--- config.mk ---
export PLATFORM = sky130hd
export DESIGN_NAME = y_mult_seq_flat
export DESIGN_NICKNAME = d
export VERILOG_FILES = /design/src/rtl/y_mult_seq_pkg.sv /design/src/rtl/y_mult_seq_if.sv /design/src/rtl/y_mult_seq_yadder.sv /design/src/rtl/y_mult_seq.sv /design/src/flat_wrapper.sv
export SDC_FILE = /design/constraint.sdc
export NUM_CORES = 1
export LEC_CHECK = 0
export CORE_MARGIN = 5
export CORE_UTILIZATION = 65
export DETAILED_ROUTE_END_ITERATION = 12
export DONT_BUFFER_PORTS = 1
export PLACE_DENSITY_LB_ADDON = 0.12
export SETUP_SLACK_MARGIN = 0.05
export SYNTH_ARGS = -nofsm -noshare
export SYNTH_HDL_FRONTEND = slang
export SYNTH_SLANG_ARGS = --single-unit
--- constraint.sdc ---
create_clock -name clk -period 36.4 [get_ports clk]
set_input_delay 3.64 -clock clk [delete_from_list [all_inputs] [get_ports clk]]
set_output_delay 3.64 -clock clk [all_outputs]
set_load 0.05 [all_outputs]
--- src/rtl/y_mult_seq_pkg.sv ---
// Shared definitions for the sequential MULTU multiplier.
// Covers the datapath width and the controller state encoding.
package y_mult_seq_pkg;
    localparam int CPU_WIDTH = 32;

    typedef enum logic [1:0] {
        MULT_IDLE = 2'd0,
        MULT_RUN  = 2'd1,
        MULT_DONE = 2'd2
    } mult_state_e;
endpackage

--- src/rtl/y_mult_seq_if.sv ---
// Request/response bundle between the datapath and the sequential multiplier.
// Carries start, the operands, busy/done and the HI/LO product halves.
interface y_mult_seq_if #(
    parameter int WIDTH = y_mult_seq_pkg::CPU_WIDTH
);
    logic             start;
    logic [WIDTH-1:0] a;
    logic [WIDTH-1:0] b;
    logic             busy;
    logic             done;
    logic [WIDTH-1:0] product_hi;
    logic [WIDTH-1:0] product_lo;

    modport master (
        output start, a, b,
        input  busy, done, product_hi, product_lo
    );

    modport slave (
        input  start, a, b,
        output busy, done, product_hi, product_lo
    );
endinterface

--- src/rtl/y_mult_seq_yadder.sv ---
// WIDTH-bit ripple-carry adder (the yAdder role): z = a + b + cin, with carry-out.
// It is built from per-bit full-adder equations, so no '+' operator is inferred.
module y_mult_seq_yadder #(
    parameter int WIDTH = 32
) (
    output logic [WIDTH-1:0] z,
    output logic             cout,
    input  logic [WIDTH-1:0] a,
    input  logic [WIDTH-1:0] b,
    input  logic             cin
);
    always_comb begin : ripple
        logic c;
        c = cin;
        z = '0;
        for (int i = 0; i < WIDTH; i++) begin
            z[i] = a[i] ^ b[i] ^ c;
            c    = (a[i] & b[i]) | (c & (a[i] ^ b[i]));
        end
        cout = c;
    end
endmodule

--- src/rtl/y_mult_seq.sv ---
// Unsigned shift-and-add multiplier that performs one adder pass per clock.
// It produces a 2*WIDTH product in HI/LO form under a start/busy/done handshake.
module y_mult_seq
    import y_mult_seq_pkg::*;
#(
    parameter int WIDTH = CPU_WIDTH
) (
    input  logic        clk,
    input  logic        rst_n,
    y_mult_seq_if.slave bus
);
    localparam int CW = $clog2(WIDTH);

    mult_state_e      state_q, state_d;
    logic [WIDTH-1:0] m_q, m_d;
    logic [WIDTH-1:0] acc_q, acc_d;
    logic [WIDTH-1:0] q_q, q_d;
    logic [CW-1:0]    count_q, count_d;
    logic [WIDTH-1:0] hi_q, hi_d;
    logic [WIDTH-1:0] lo_q, lo_d;

    logic [WIDTH-1:0] addend;
    logic [WIDTH-1:0] sum;
    logic             cout;

    assign addend = q_q[0] ? m_q : '0;

    y_mult_seq_yadder #(.WIDTH(WIDTH)) u_adder (
        .z    (sum),
        .cout (cout),
        .a    (acc_q),
        .b    (addend),
        .cin  (1'b0)
    );

    always_comb begin
        state_d = state_q;
        m_d     = m_q;
        acc_d   = acc_q;
        q_d     = q_q;
        count_d = count_q;
        hi_d    = hi_q;
        lo_d    = lo_q;
        case (state_q)
            MULT_IDLE, MULT_DONE: begin
                if (bus.start) begin
                    m_d     = bus.a;
                    q_d     = bus.b;
                    acc_d   = '0;
                    count_d = CW'(WIDTH - 1);
                    state_d = MULT_RUN;
                end else begin
                    state_d = MULT_IDLE;
                end
            end
            MULT_RUN: begin
                // {cout,sum,Q} shifted right by one: the carry becomes the new ACC MSB.
                acc_d = {cout, sum[WIDTH-1:1]};
                q_d   = {sum[0], q_q[WIDTH-1:1]};
                if (count_q == '0) begin
                    state_d = MULT_DONE;
                    hi_d    = {cout, sum[WIDTH-1:1]};
                    lo_d    = {sum[0], q_q[WIDTH-1:1]};
                end else begin
                    count_d = count_q - CW'(1);
                end
            end
            default: state_d = MULT_IDLE;
        endcase
    end

    always_ff @(posedge clk or negedge rst_n) begin
        if (!rst_n) begin
            state_q <= MULT_IDLE;
            m_q     <= '0;
            acc_q   <= '0;
            q_q     <= '0;
            count_q <= '0;
            hi_q    <= '0;
            lo_q    <= '0;
        end else begin
            state_q <= state_d;
            m_q     <= m_d;
            acc_q   <= acc_d;
            q_q     <= q_d;
            count_q <= count_d;
            hi_q    <= hi_d;
            lo_q    <= lo_d;
        end
    end

    assign bus.busy       = (state_q == MULT_RUN);
    assign bus.done       = (state_q == MULT_DONE);
    assign bus.product_hi = hi_q;
    assign bus.product_lo = lo_q;
endmodule

--- src/flat_wrapper.sv ---
// flat-port wrapper written by rule: the top's interface ports become plain ports
module y_mult_seq_flat import y_mult_seq_pkg::*;
#(
    parameter int WIDTH = CPU_WIDTH
)
  (clk, rst_n, bus_start, bus_a, bus_b, bus_busy, bus_done, bus_product_hi, bus_product_lo);
  y_mult_seq_if #(.WIDTH(WIDTH)) bus_i ();
  input  logic clk;
  input  logic rst_n;
  input wire logic [$bits(bus_i.start)-1:0] bus_start;
  input wire logic [$bits(bus_i.a)-1:0] bus_a;
  input wire logic [$bits(bus_i.b)-1:0] bus_b;
  output wire logic [$bits(bus_i.busy)-1:0] bus_busy;
  output wire logic [$bits(bus_i.done)-1:0] bus_done;
  output wire logic [$bits(bus_i.product_hi)-1:0] bus_product_hi;
  output wire logic [$bits(bus_i.product_lo)-1:0] bus_product_lo;
  assign bus_i.start = bus_start;
  assign bus_i.a = bus_a;
  assign bus_i.b = bus_b;
  assign bus_busy = bus_i.busy;
  assign bus_done = bus_i.done;
  assign bus_product_hi = bus_i.product_hi;
  assign bus_product_lo = bus_i.product_lo;
  y_mult_seq #(.WIDTH(WIDTH)) u_core (.clk(clk), .rst_n(rst_n), .bus(bus_i));
endmodule
==> metrics.md <==
| Metric | Value |
|---|---|
| Main combinational cell family by area after synthesis | multiplexers |
| Final RePlAce weighted congestion | 0.792 |
| Number of endpoints failing setup at the final stage | 0 |
| Die area | 13700 um^2 |
| Hold_buf cts | 0 |
| H-tree level count | 4 |
| Average instance area after synthesis | 12.7 um^2 |
| Worst-path cell with the longest stage delay | fa_1 |
| Portion of the post-synthesis area used by sequential elements | 56.1% |
| Clock Latency Late Sink | 420 ps |
| Global-route wire length before repair | 23100 um |
| Setup crit start kind | register |
| Library cells used by synthesis | 31 |
| Total power consumption of the routed design | 0.000825 W |
| Comb pwr share | 25.9% |
| Fin cells | 726 |
| Type of the worst setup path | register to register |
| Core ar. | 11300 um^2 |
| Compound-Gate Fraction of Synth Area | 11.1% |
| Net Count, Synth | 687 |
| Final Worst Setup Slack | 21690 ps |
| Wire per inst | 19.1 um |
| Count of TritonRoute iterations in the first routing pass | 4 |
| Signed area change from the synthesized netlist to the final layout | 8.77% |
| Number of maximum-capacitance violations | 0 |
| Library cell used as clock root buffer | clkbuf_16 |
| Antenna Violating Nets Remaining | 0 |
| Top achievable clock speed | 0.0680 GHz |
| Post-synthesis share of cell area spent on full adders, half adders and majority gates | 8.83% |
| Total count of max-transition violations in the final report | 0 |
| Clock-pin slew reported for the worst setup and hold paths after clock tree synthesis | 60 ps |
| Max-Slew Margin vs Limit | 33.2% |
| Setup repair after global routing missed its margin | false |
| Fill cell instance count of the final layout | 764 |
| Portion of netlist area occupied by mux cells | 15.3% |
| Power density of the placed cells | 102 nW/um^2 |
| Number of clock sinks seen by CTS | 167 |
| Most area-consuming cells after synthesis | dfrtp_1 56%, fa_1 8.3%, o21ai_0 6.4%, mux2_2 5.6%, mux2_4 5.4% |
| Chip height | 117 um |
| Cell accounting for the most synthesized area | dfrtp_1 |
| Tightest Pin Transition | 1000 ps |
| Count of boundary I/O pins | 133 |
| Worst supply voltage drop on vdd | 0.0000653 V |
| Horizontal die dimension | 117 um |
| Cell-internal power | 0.000481 W |
| Instance count of the mapped netlist | 586 |
| Cell count after placement | 694 |
| Standby leakage power | 3.52 nW |
| Simple logic cell fraction of the synthesized area | 4.17% |
| Number of warnings issued by yosys | 0 |
| Global router's overall resource usage | 22.1% |
| Initial core utilization | 65.8% |
| Clock network fraction of design power | 21.9% |
| Post-CTS Resized | 0 |
| Required time worst endpoint | 36670 ps |
| Most common cell on crit path | fa_1 |
| Category of the worst setup path capture point | register |
| Proportion of power drawn by flip-flops and latches | 52.1% |
| Max FO, Critical Path | 33 |
| Overall routed net length | 13900 um |
| Remaining global-route overflow | 0 |
| TritonCTS clock tree | done |
| Syn Std Cell Area | 7450 um^2 |
| Placement Rows | 39 |
| Number of buffers inserted by port buffering | 0 |
| Worst Skew | 6.29 ps |
| DR vias/cell | 5.88 |
| Crit path largest cell delay | 530 ps |
| Fraction of post-synthesis cell area in the top cell type by area | 56.1% |
| Fraction of layout cells with a size suffix above 1 | 18.0% |
| Result of the run | finished clean |
| Vias in the first global route | 4596 |
| Number of buffers added by the clock tree synthesis step | 17 |
| Total setup buffers inserted after CTS | 0 |
| Total Negative Setup Slacks | 0 ps |
| Pre-CTS worst setup slack | 21690 ps |
| Arr. time, crit path | 14970 ps |
| Post-detailed-route DRC marker count | 0 |
| Worst Hold Class | register to register |
| Max Root-Sink Buffers | 2 |
| Final Net Count | 671 |
| Number of design-rule violations left by the first detailed-router iteration | 281 |
| Final hold vios | 0 |
| Switching power as a share of total power | 41.6% |
| Reported net switching power | 0.000343 W |
| Post-layout minimum cycle time | 14710 ps |
| Via count | 4272 |
| Flip-flop and latch count after synthesis | 167 |
| Ant diodes | 0 |
| Largest net degree at the start of global routing | 168 |
| Number of antenna violations at the first check in global routing | 0 |
| Post-route fraction of the period consumed by the critical path | 40.4% |
| Fraction of synthesized cell area in xor and xnor cells | 0.235% |
| Half-perimeter wire length after detailed placement | 8860 um |
-- area by class of cell --
| class | instances | area (um^2) | share of cell area, % |
|---|---|---|---|
| clock buffers | 25 | 515 | 6.36 |
| clock inverters | 7 | 90.1 | 1.11 |
| inverters | 36 | 135 | 1.67 |
| multi-input cells | 343 | 2970 | 36.6 |
| flip-flops and latches | 167 | 4180 | 51.6 |
| well taps | 143 | 179 | 2.21 |
| repair buffers | 5 | 37.5 | 0.463 |
-- state kept, by name, indices dropped and copies added (netlist names) --
signal and count:
u_core.acc_q 32, u_core.bus.product_hi 32, u_core.bus.product_lo 32, u_core.m_q 32, u_core.q_q 32, u_core.count_q 5
u_core.state_q 2
-- synthesized netlist by cell type (all sizes together) --
| library cell | n |
|---|---|
| nand2 | 64 |
| o21a | 1 |
| nand3 | 1 |
| o22a | 1 |
| o32a | 1 |
| a21o | 1 |
| fa | 31 |
| buf | 7 |
| a311oi | 1 |
| nor3 | 1 |
| nor2 | 2 |
| o2bb2ai | 32 |
| a31oi | 2 |
| dfrtp | 167 |
| or4b | 1 |
| inv | 36 |
| and2 | 1 |
| nor2b | 2 |
| xor2 | 2 |
| a211oi | 1 |
| ha | 3 |
| mux2i | 32 |
| nor3b | 1 |
| o21ai | 96 |
| or2 | 1 |
| clkbuf | 33 |
| mux2 | 64 |
| nand2b | 1 |
-- path summary, 6_finish.rpt --
| kind | startpoint | to | slack, ps | depth (start not counted) |
|---|---|---|---|---|
| max | u_core.q_q[0] | u_core.bus.product_hi[30] | 21690 | 36 |
| min | u_core.acc_q[30] | u_core.acc_q[30] | 490 | 1 |
| max reg2reg | u_core.q_q[0] | u_core.bus.product_hi[30] | 21690 | 36 |
| min reg2reg | u_core.acc_q[30] | u_core.acc_q[30] | 490 | 1 |
| max in group asynchronous | rst_n | u_core.bus.product_lo[22] | 33160 | 0 |
| min in group asynchronous | rst_n | u_core.bus.product_lo[7] | 2910 | 0 |
-- cells by family (layout without fill, tap and decap cells) --
kind of cell / after synthesis / in the layout
buf+inv: 76 / 73
flops: 167 / 167
simple gates: 75 / 75
fa+ha+maj: 34 / 34
xor+xnor: 2 / 2
compound gates: 136 / 136
mux: 96 / 96
-- per-layer routing --
layer | up-vias | global-route usage [%] | share of wire, %
met3 | 9 | 9.25 | 7.6
met5 | - | 0 | 0
met4 | 0 | 6.65 | 1.0
li1 | 1973 | - | -
met2 | 108 | 34.8 | 49
met1 | 2182 | 28.5 | 43
-- power by group through the flow --
| stage | Combinational (W) | Clock, W | Sequential [W] |
|---|---|---|---|
| 2_1_floorplan | 0.000177 | 0 | 0.000414 |
| 3_3_place_gp | 0.000206 | 0 | 0.000431 |
| 3_5_place_dp | 0.000218 | 0 | 0.000434 |
| 4_1_cts | 0.000219 | 0.000184 | 0.000431 |
| 5_1_grt | 0.000247 | 0.000194 | 0.000441 |
| 6_report | 0.000214 | 0.000181 | 0.000430 |
-- critical path, delay by kind of cell (launching register included) --
kind                       cells  cell delay (ps)
adders and majority gates     32            13580
buffers and inverters          2              360
DFF                            1              320
AOI/OAI and AO/OA              1               90
and+or+nand+nor                1              190
-- layout by cell type (no fill, tap or decap), types with 2 or more instances in the layout --
cell	count
dfrtp_1	167
o21ai_0	96
nand2_1	64
mux2_2	37
inv_1	35
mux2i_1	32
o2bb2ai_1	32
fa_1	31
mux2_4	27
clkbuf_16	17
clkbuf_8	6
buf_4	5
ha_1	3
clkinv_2	3
xor2_1	2
a31oi_1	2
clkinvlp_4	2
clkbuf_1	2
bufinv_16	2
-- stage by stage --
stage / cell area, um^2 / utilization [%] / hold slack, ps
final: 8100 / 71.6 / 490
after global routing: 8100 / 71.6 / 509
after CTS: 8100 / 71.6 / 492
after detailed placement: 7500 / 66.2 / 474
after global placement: 7500 / 66.2 / 472
after floorplan: 7450 / - / 456
Power figures use the tool's default switching activity.
